$ cat src/rtl/escalonador_paradas.sv
// SmartCargo stop scheduler: queues origin->destination cargo requests and picks the
// next stop with a SCAN policy, sequencing unload then load at each stop.
module escalonador_paradas #(
  parameter int unsigned N_SLOTS = 4
) (
  input  logic       clock,
  input  logic       reset,
  input  logic       novo_pedido,
  input  logic [3:0] origemBot,
  input  logic [3:0] destinoBot,
  input  logic [1:0] andarAtual,
  input  logic       chegou,
  input  logic       servico_feito,
  input  logic       emergencia,
  output logic       pedido_aceito,
  output logic       pedido_rejeitado,
  output logic [1:0] proxParada,
  output logic       temDestino,
  output logic       sobe,
  output logic       tira_objetos,
  output logic       coloca_objetos,
  output logic [3:0] slots_ocupados,
  output logic [3:0] db_estado
);

  typedef enum logic [2:0] {
    OCIOSO = 3'd0, DESPACHA = 3'd1, AGUARDA = 3'd2,
    TIRA = 3'd3, COLOCA = 3'd4, EMERG = 3'd5
  } estado_t;

  typedef enum logic [1:0] {LIVRE = 2'd0, ESPERA = 2'd1, CARREGADO = 2'd2} slotEstado_t;

  typedef struct packed {
    slotEstado_t estado;
    logic [1:0]  origem;
    logic [1:0]  destino;
  } slot_t;

  estado_t            estado, estadoProx;
  slot_t              slots [N_SLOTS];
  slot_t              slotsProx [N_SLOTS];
  logic [N_SLOTS-1:0] mascaraCarga, mascaraCargaProx;
  logic [N_SLOTS-1:0] livre, selLivre, descarga, carga;
  logic [3:0]         paradas, ocupadosProx;
  logic [1:0]         proxParadaProx;
  logic               temDestinoProx, sobeProx, tiraProx, colocaProx;
  logic               aceitoProx, rejeitadoProx, pedidoValido, achouLivre;
  logic [2:0]         acima, abaixo;

  function automatic logic uniHot(input logic [3:0] v);
    return (v != 4'd0) && ((v & (v - 4'd1)) == 4'd0);
  endfunction

  function automatic logic [1:0] codifica(input logic [3:0] v);
    logic [1:0] r;
    case (v)
      4'b0010: r = 2'd1;
      4'b0100: r = 2'd2;
      4'b1000: r = 2'd3;
      default: r = 2'd0;
    endcase
    return r;
  endfunction

  // {found, floor} of the nearest stop strictly above / below the cab
  function automatic logic [2:0] maisProxAcima(input logic [3:0] p, input logic [1:0] a);
    logic [2:0] r;
    r = 3'd0;
    for (int f = 3; f >= 0; f--)
      if (f > int'(a) && p[f]) r = {1'b1, 2'(f)};
    return r;
  endfunction

  function automatic logic [2:0] maisProxAbaixo(input logic [3:0] p, input logic [1:0] a);
    logic [2:0] r;
    r = 3'd0;
    for (int f = 0; f < 4; f++)
      if (f < int'(a) && p[f]) r = {1'b1, 2'(f)};
    return r;
  endfunction

  // Stop map and per-slot match masks at the current floor
  always_comb begin
    paradas    = 4'd0;
    descarga   = '0;
    carga      = '0;
    livre      = '0;
    selLivre   = '0;
    achouLivre = 1'b0;
    for (int i = 0; i < int'(N_SLOTS); i++) begin
      case (slots[i].estado)
        ESPERA: begin
          paradas[slots[i].origem] = 1'b1;
          carga[i] = (slots[i].origem == andarAtual);
        end
        CARREGADO: begin
          paradas[slots[i].destino] = 1'b1;
          descarga[i] = (slots[i].destino == andarAtual);
        end
        default: livre[i] = 1'b1;
      endcase
      if (livre[i] && !achouLivre) begin
        selLivre[i] = 1'b1;
        achouLivre  = 1'b1;
      end
    end
  end

  assign pedidoValido = uniHot(origemBot) && uniHot(destinoBot) && (origemBot != destinoBot);
  assign acima        = maisProxAcima(paradas, andarAtual);
  assign abaixo       = maisProxAbaixo(paradas, andarAtual);

  always_comb begin
    estadoProx       = estado;
    slotsProx        = slots;
    mascaraCargaProx = mascaraCarga;
    proxParadaProx   = proxParada;
    temDestinoProx   = temDestino;
    sobeProx         = sobe;
    aceitoProx       = 1'b0;
    rejeitadoProx    = 1'b0;
    ocupadosProx     = 4'd0;

    if (emergencia) begin
      estadoProx       = EMERG;
      temDestinoProx   = 1'b0;
      mascaraCargaProx = '0;
    end else begin
      case (estado)
        OCIOSO: begin
          temDestinoProx = 1'b0;
          if (paradas != 4'd0) estadoProx = DESPACHA;
        end
        DESPACHA: begin
          if (paradas == 4'd0) begin
            estadoProx = OCIOSO;
          end else begin
            if (paradas[andarAtual]) begin
              proxParadaProx = andarAtual;
            end else if (sobe) begin
              if (acima[2]) proxParadaProx = acima[1:0];
              else begin proxParadaProx = abaixo[1:0]; sobeProx = 1'b0; end
            end else begin
              if (abaixo[2]) proxParadaProx = abaixo[1:0];
              else begin proxParadaProx = acima[1:0]; sobeProx = 1'b1; end
            end
            temDestinoProx = 1'b1;
            estadoProx     = AGUARDA;
          end
        end
        AGUARDA: begin
          if (chegou && andarAtual == proxParada) estadoProx = TIRA;
        end
        TIRA: begin
          if (descarga == '0 || servico_feito) begin
            for (int i = 0; i < int'(N_SLOTS); i++)
              if (descarga[i]) slotsProx[i].estado = LIVRE;
            mascaraCargaProx = carga;
            estadoProx       = COLOCA;
          end
        end
        COLOCA: begin
          // Only slots latched on entry are served; late arrivals wait for the next dispatch
          if (mascaraCarga == '0 || servico_feito) begin
            for (int i = 0; i < int'(N_SLOTS); i++)
              if (mascaraCarga[i]) slotsProx[i].estado = CARREGADO;
            mascaraCargaProx = '0;
            temDestinoProx   = 1'b0;
            estadoProx       = OCIOSO;
          end
        end
        EMERG:   estadoProx = OCIOSO;
        default: estadoProx = OCIOSO;
      endcase
    end

    // Requests see only slots that were free before this cycle
    if (novo_pedido) begin
      if (pedidoValido && achouLivre && !emergencia && estado != EMERG) begin
        aceitoProx = 1'b1;
        for (int i = 0; i < int'(N_SLOTS); i++)
          if (selLivre[i])
            slotsProx[i] = '{estado: ESPERA, origem: codifica(origemBot), destino: codifica(destinoBot)};
      end else begin
        rejeitadoProx = 1'b1;
      end
    end

    for (int i = 0; i < int'(N_SLOTS); i++)
      if (slotsProx[i].estado != LIVRE) ocupadosProx = ocupadosProx + 4'd1;

    tiraProx   = (estadoProx == TIRA) && (descarga != '0);
    colocaProx = (estadoProx == COLOCA) && (mascaraCargaProx != '0);
  end

  always_ff @(posedge clock or posedge reset) begin
    if (reset) begin
      estado           <= OCIOSO;
      mascaraCarga     <= '0;
      proxParada       <= 2'd0;
      temDestino       <= 1'b0;
      sobe             <= 1'b1;
      tira_objetos     <= 1'b0;
      coloca_objetos   <= 1'b0;
      pedido_aceito    <= 1'b0;
      pedido_rejeitado <= 1'b0;
      slots_ocupados   <= 4'd0;
      for (int i = 0; i < int'(N_SLOTS); i++)
        slots[i] <= '{estado: LIVRE, origem: 2'd0, destino: 2'd0};
    end else begin
      estado           <= estadoProx;
      mascaraCarga     <= mascaraCargaProx;
      proxParada       <= proxParadaProx;
      temDestino       <= temDestinoProx;
      sobe             <= sobeProx;
      tira_objetos     <= tiraProx;
      coloca_objetos   <= colocaProx;
      pedido_aceito    <= aceitoProx;
      pedido_rejeitado <= rejeitadoProx;
      slots_ocupados   <= ocupadosProx;
      for (int i = 0; i < int'(N_SLOTS); i++)
        slots[i] <= slotsProx[i];
    end
  end

  assign db_estado = {1'b0, estado};

endmodule
$ cat config.mk
export PLATFORM = sky130hd
export DESIGN_NAME = escalonador_paradas
export DESIGN_NICKNAME = d
export VERILOG_FILES = /design/src/rtl/escalonador_paradas.sv
export SDC_FILE = /design/constraint.sdc
export NUM_CORES = 1
export LEC_CHECK = 0
export CAP_MARGIN = 10
export CORE_MARGIN = 10
export CORE_UTILIZATION = 45
export DETAILED_ROUTE_END_ITERATION = 10
export PLACE_DENSITY_LB_ADDON = 0.05
export SLEW_MARGIN = 20
export SYNTH_ARGS = -nofsm -noshare
export SYNTH_HDL_FRONTEND = slang
export SYNTH_SLANG_ARGS = --single-unit
$ cat constraint.sdc
create_clock -name clock -period 3 [get_ports clock]
set_clock_uncertainty 0.1 [all_clocks]
set_input_delay 0.45 -clock clock [delete_from_list [all_inputs] [get_ports clock]]
set_output_delay 0.45 -clock clock [all_outputs]
set_load 0.01 [all_outputs]
# Word-level counts from Yosys, hierarchy flattened
# Index checks and enable logic that the tools add are counted.
# op_classes
add_sub_neg	5
magnitude_cmp	23
n_eq_ne	33
n_mux	108
n_bitwise	12
reduce_logical	59
# op_table
operator	count
2-bit two-way mux	25
24-bit two-way mux	2
4-bit case mux with 2 select lines	5
1-bit two-way mux	38
3-bit two-way mux	11
1-bit logical AND	27
2-bit by 3-bit less-than comparator with 1-bit output (second input constant)	9
4-bit two-way mux	6
6-bit two-way mux	4
4-bit OR	6
4-bit nonzero test	6
4-bit logical NOT	5
2-bit == test	9
3-bit AND reduction	6
1-bit demux with 2-bit select	8
2-bit by 1-bit greater-or-equal comparator with 1-bit output (second input constant)	8
2-bit case mux with 2 select lines	4
3-bit case mux with 5 select lines	1
4-bit by 1-bit adder with 4-bit output (second input constant)	3
2-bit case mux with 3 select lines	2
3-bit by 2-bit == test with 1-bit output (second input constant)	3
3-bit inequality test (second input constant)	3
4-bit bitwise AND	2
2-bit by 1-bit == test with 1-bit output (second input constant)	4
other kinds (21)	43
# word_totals
ff_bits	43
in_bits	16

# Depth between registers and ports, before layout
# depth
ltp_word	24
mapped_depth	17
ltp_nobuf	15

# Worst setup path after synthesis
# No wires, ideal clock.
# synth_timing
path_kind	register to register
startpoint	reg slots[22] (netlist name)
endpoint	reg slots_ocupados[1]
setup_time_ns	0.128
arrival_ns	3.006
required_ns	2.772
path_slack_ns	-0.234
path_stages_with_launch	17
path_buffers	2
cell_sequence	dfrtp_1 -> inv_1 -> ha_1 -> buf_2 -> nor4_1 -> nor3_1 -> o2111a_1 -> and2_1 -> buf_4 -> nand3b_2 -> nand2_1 -> or2_2 -> ha_1 -> inv_1 -> mux2i_1 -> ha_1 -> mux2_1
# synth_lines
item	line	source
start, declared	40	slot_t slots [N_SLOTS];
start signal, assigned by index	209	slots[i] <= '{estado: LIVRE, origem: 2'd0, destino: 2'd0};
start signal, assigned by index	222	slots[i] <= slotsProx[i];
end signal, assigned	220	slots_ocupados <= ocupadosProx;
end, declared	22	output logic [3:0] slots_ocupados,

==> impl_metrics.xml <==
<?xml version="1.0" encoding="UTF-8"?>
<metrics>
  <group name="status">
    <metric name="status" unit="">complete, no violations</metric>
  </group>
  <group name="floorplanning">
    <metric name="die_area" unit="µm²">10600</metric>
    <metric name="initial_utilization" unit="%">45.9</metric>
    <metric name="io_pins" unit="">32</metric>
    <metric name="chip_width" unit="µm">103</metric>
    <metric name="core_region_area" unit="µm²">6720</metric>
    <metric name="dieHeight" unit="µm">103</metric>
    <metric name="core.rowCount" unit="">30</metric>
  </group>
  <group name="cts">
    <metric name="tritoncts" unit="">done</metric>
    <metric name="root_buffer" unit="">clkbuf_8</metric>
    <metric name="cts_max_path_buffers" unit="">2</metric>
    <metric name="cts.clk_slew.worst_paths" unit="ps">80</metric>
    <metric name="cts_htree_levels" unit="">2</metric>
    <metric name="clkLatencyLatePin" unit="ps">290</metric>
    <metric name="tritoncts.num_buffers" unit="">5</metric>
    <metric name="cts-hold-fix-buffers" unit="">0</metric>
    <metric name="cts.sink_count" unit="">43</metric>
  </group>
  <group name="place">
    <metric name="placement.cell_area" unit="µm²">3810</metric>
    <metric name="dp_cells" unit="">477</metric>
    <metric name="io_buffer_count" unit="">30</metric>
    <metric name="dp.final_hpwl" unit="µm">6610</metric>
    <metric name="routability_cong" unit="">0.882</metric>
  </group>
  <group name="global_route">
    <metric name="antenna_found_initial" unit="">0</metric>
    <metric name="grt_max_degree" unit="">44</metric>
    <metric name="grt_pass1_vias" unit="">2614</metric>
    <metric name="gr-total-overflow" unit="">0</metric>
    <metric name="first_pass_grt_wire_length" unit="µm">13100</metric>
    <metric name="groute.usage.overall" unit="%">15.7</metric>
  </group>
  <group name="finish">
    <metric name="mostFrequentLayoutCell" unit="">buf_4</metric>
    <metric name="drive_above_1_share" unit="%">24.2</metric>
    <metric name="syn2layout_area_growth" unit="%">29.2</metric>
    <metric name="final.fill_count" unit="">605</metric>
    <metric name="layoutNonFillerInstCount" unit="">485</metric>
    <metric name="finalCoreUtilization" unit="%">59.3</metric>
    <metric name="num-nets-final" unit="">432</metric>
    <metric name="area_of_all_placed_cells_without_fillers" unit="µm²">3990</metric>
    <metric name="diodes" unit="">0</metric>
    <metric name="layout.cells.most_common_list" unit="">47 x buf_4, 41 x dfrtp_1, 26 x xnor2_1, 25 x clkdlybuf4s50_1, 20 x nor2_1</metric>
  </group>
  <group name="synthesis">
    <metric name="postSynthAreaPerCell" unit="µm²">9.21</metric>
    <metric name="synth_enable_flop_cells" unit="">0</metric>
    <metric name="synthesis.area" unit="µm²">3090</metric>
    <metric name="ys_warn_count" unit="">0</metric>
    <metric name="postSynthRegisterBits" unit="">43</metric>
    <metric name="postSynth.topFlopCell" unit="">dfrtp_1</metric>
    <metric name="synth.yosys.seq_area_share" unit="%">34.9</metric>
    <metric name="synth-async-reset-ratio" unit="%">100</metric>
    <metric name="synth_cell_types" unit="">66</metric>
    <metric name="synthCells" unit="">335</metric>
  </group>
  <group name="hold_path">
    <metric name="hp-class" unit="">reg2reg</metric>
    <metric name="hp-start" unit="">temDestino</metric>
  </group>
  <group name="route">
    <metric name="detailroute.wirelength.met2" unit="µm">3920</metric>
    <metric name="viasPerCell" unit="">5.74</metric>
    <metric name="detail_route.wl_per_cell" unit="µm">17.0</metric>
    <metric name="top_metal_used" unit="">met4</metric>
    <metric name="drc_violation_total_after_the_first_tritonroute_iteration" unit="">162</metric>
    <metric name="vias" unit="">2785</metric>
    <metric name="m1_wire_length" unit="µm">3670</metric>
    <metric name="drt_first_pass_iters" unit="">5</metric>
    <metric name="drtAntennaViolNets" unit="">0</metric>
    <metric name="wl_met3" unit="µm">503</metric>
    <metric name="route.detailed.drc" unit="">0</metric>
    <metric name="drt_wl_total" unit="µm">8270</metric>
  </group>
  <group name="timing">
    <metric name="layout_min_cycle_time" unit="ps">2970</metric>
    <metric name="timing.final.crit_share" unit="%">99.2</metric>
    <metric name="worstMarginPinSlew" unit="ps">553</metric>
    <metric name="slew-limit-headroom" unit="%">63.1</metric>
    <metric name="fin_hold_ws" unit="ps">439</metric>
    <metric name="rsz0062_at_grt" unit="">true</metric>
    <metric name="slew_violations" unit="">0</metric>
    <metric name="final_hold_viol_count" unit="">0</metric>
    <metric name="final-setup-viol-count" unit="">0</metric>
    <metric name="maxClockFrequency" unit="MHz">336</metric>
  </group>
  <group name="worst_setup_path">
    <metric name="cp-start-kind" unit="">flip-flop</metric>
    <metric name="timing.critical_path.buf_inv" unit="">2</metric>
    <metric name="timing.rr.start" unit="">slots[11]</metric>
    <metric name="cp_cell_sequence" unit="">ha_4, nor4_4, nor3_2, o2111a_1, and2_4, nand3b_4, nand2_4, buf_6, or2_4, ha_4, inv_2, mux2i_2, ha_1, mux2_4</metric>
    <metric name="end_kind" unit="">flip-flop</metric>
    <metric name="timing.critical_path.required" unit="ps">3080</metric>
    <metric name="endpoint_arrival_time_on_the_critical_path" unit="ps">3050</metric>
    <metric name="worstSetupStartpoint" unit="">slots[11]</metric>
    <metric name="worst_path_most_repeated_cell" unit="">ha_4</metric>
    <metric name="path_max_fanout" unit="">3</metric>
    <metric name="slowest_stage" unit="">dfrtp_2</metric>
    <metric name="slowest_delay" unit="ps">450</metric>
    <metric name="path_class" unit="">reg2reg</metric>
    <metric name="critical_path.top_delay_family" unit="">simple AND/OR/NAND/NOR gates</metric>
  </group>
  <group name="pwr">
    <metric name="worst_ir_drop_vdd" unit="mV">0.370</metric>
    <metric name="design_power_total" unit="mW">2.21</metric>
    <metric name="power-per-cell-area" unit="nW/µm²">555</metric>
    <metric name="total_leakage_power" unit="nW">1.72</metric>
  </group>
  <group name="flow_run">
    <metric name="max_cap_viol" unit="">0</metric>
  </group>
</metrics>
==> worst register-to-register path, stage by stage, from the launching register on <==
cell and delay (ps):
dfrtp_2 450, ha_4 260, nor4_4 350, nor3_2 90, o2111a_1 140, and2_4 170, nand3b_4 90, nand2_4 50
buf_6 120, or2_4 230, ha_4 160, inv_2 40, mux2i_2 60, ha_1 300, mux2_4 250
==> synth_stat cells, types with 2 or more instances <==
library cell  count  area share [%]
dfrtp_1          42              34
xnor2_1          26             7.4
inv_1            23             2.8
nor2_1           20             2.4
nand2_1          15             1.8
a21oi_1          14             2.3
a31oi_1          13             2.6
mux2_2           12             4.4
a22oi_1          11             2.7
ha_1             11             4.5
and3_1            9             1.8
nor3_1            9             1.5
nor4_1            9             1.8
nor4b_1           9             2.6
buf_2             7             1.1
nand3_1           7             1.1
o21ai_0           6            0.97
mux2_1            5             1.8
nand3b_1          5             1.2
nor2b_1           5             1.0
and2_1            4            0.81
nand2b_1          4            0.81
buf_4             3            0.73
clkbuf_1          3            0.36
nand4_1           3            0.61
nor3b_1           3            0.73
o21ai_1           3            0.49
o22ai_1           3            0.61
or3_1             3            0.61
a211oi_1          2            0.49
a21o_1            2            0.49
a221oi_1          2            0.57
buf_6             2            0.73
nand3_2           2            0.65
nand4b_1          2            0.57
nor3_2            2            0.65
nor4bb_1          2            0.65
o31ai_1           2            0.49
or2_2             2            0.41
xor2_1            2            0.57
==> final timing paths <==
| path | end | slack (ps) | depth (start not counted) |
|---|---|---|---|
| setup / recovery | slots_ocupados[1] | 30 | 14 |
| hold / removal | temDestino | 440 | 2 |
| setup reg to reg | slots_ocupados[1] | 30 | 14 |
| hold reg to reg | temDestino | 440 | 2 |
| max in group asynchronous | slots[11] | 1910 | 3 |
| min in group asynchronous | pedido_aceito | 490 | 3 |
==> logic make-up (layout without fill, tap and decap cells) <==
family          after synthesis  after routing  synth area share (%)
flops                        43             43                  34.9
xor+xnor                     29             29                  8.48
other cells                   1              2                 0.122
simple gates                126            126                  25.1
mux                          18             18                  6.53
buf+inv                      39            108                  5.88
fa+ha+maj                    11             11                  4.46
compound gates               68             68                  14.6
==> through the flow <==
step | TNS, ps | worst slack [ps]
2_1_floorplan | 0 | 3.19
3_3_place_gp | -644 | -349
3_5_place_dp | -907 | -440
4_1_cts | 0 | 0.399
5_1_grt | -64.0 | -64.0
6_report | 0 | 25.0
==> state kept, by name, summed over array words and instances, names as in the netlist <==
name / count
coloca_objetos: 1
estado: 3
mascaraCarga: 4
pedido_aceito: 1
pedido_rejeitado: 1
proxParada: 2
slots: 24
slots_ocupados: 4
sobe: 1
temDestino: 1
tira_objetos: 1
==> metal layers <==
| layer | up-vias | global-route usage (%) |
|---|---|---|
| li1 | 1356 | - |
| met1 | 1332 | 20.0 |
| met2 | 81 | 26.3 |
| met3 | 16 | 3.15 |
| met4 | 0 | 4.60 |
| met5 | - | 0 |
==> power breakdown <==
group	internal, mW	switching (mW)
clock network	0.244	0.197
registers	0.655	0.0646
logic	0.541	0.511
total	1.44	0.773
==> repair_timing <==
action | CTS | global route
buffers inserted | 0 | 1
setup endpoints to repair | 1 | 2
pin swaps | 4 | 9
gates resized for setup | 7 | 14
cloned | 0 | 0
==> final cells by class <==
type	instances	area [µm²]	share of cell area (%)
Clock inverter	1	30.0	0.754
Timing Repair Buffer	78	666	16.7
Clock buffer	6	72.6	1.82
Sequential cell	43	1080	27.1
Tap cell	80	100	2.51
Inverter	23	86.3	2.17
Multi-Input combinational cell	254	1950	49.0
No activity file was read; power rests on OpenSTA's default activity.
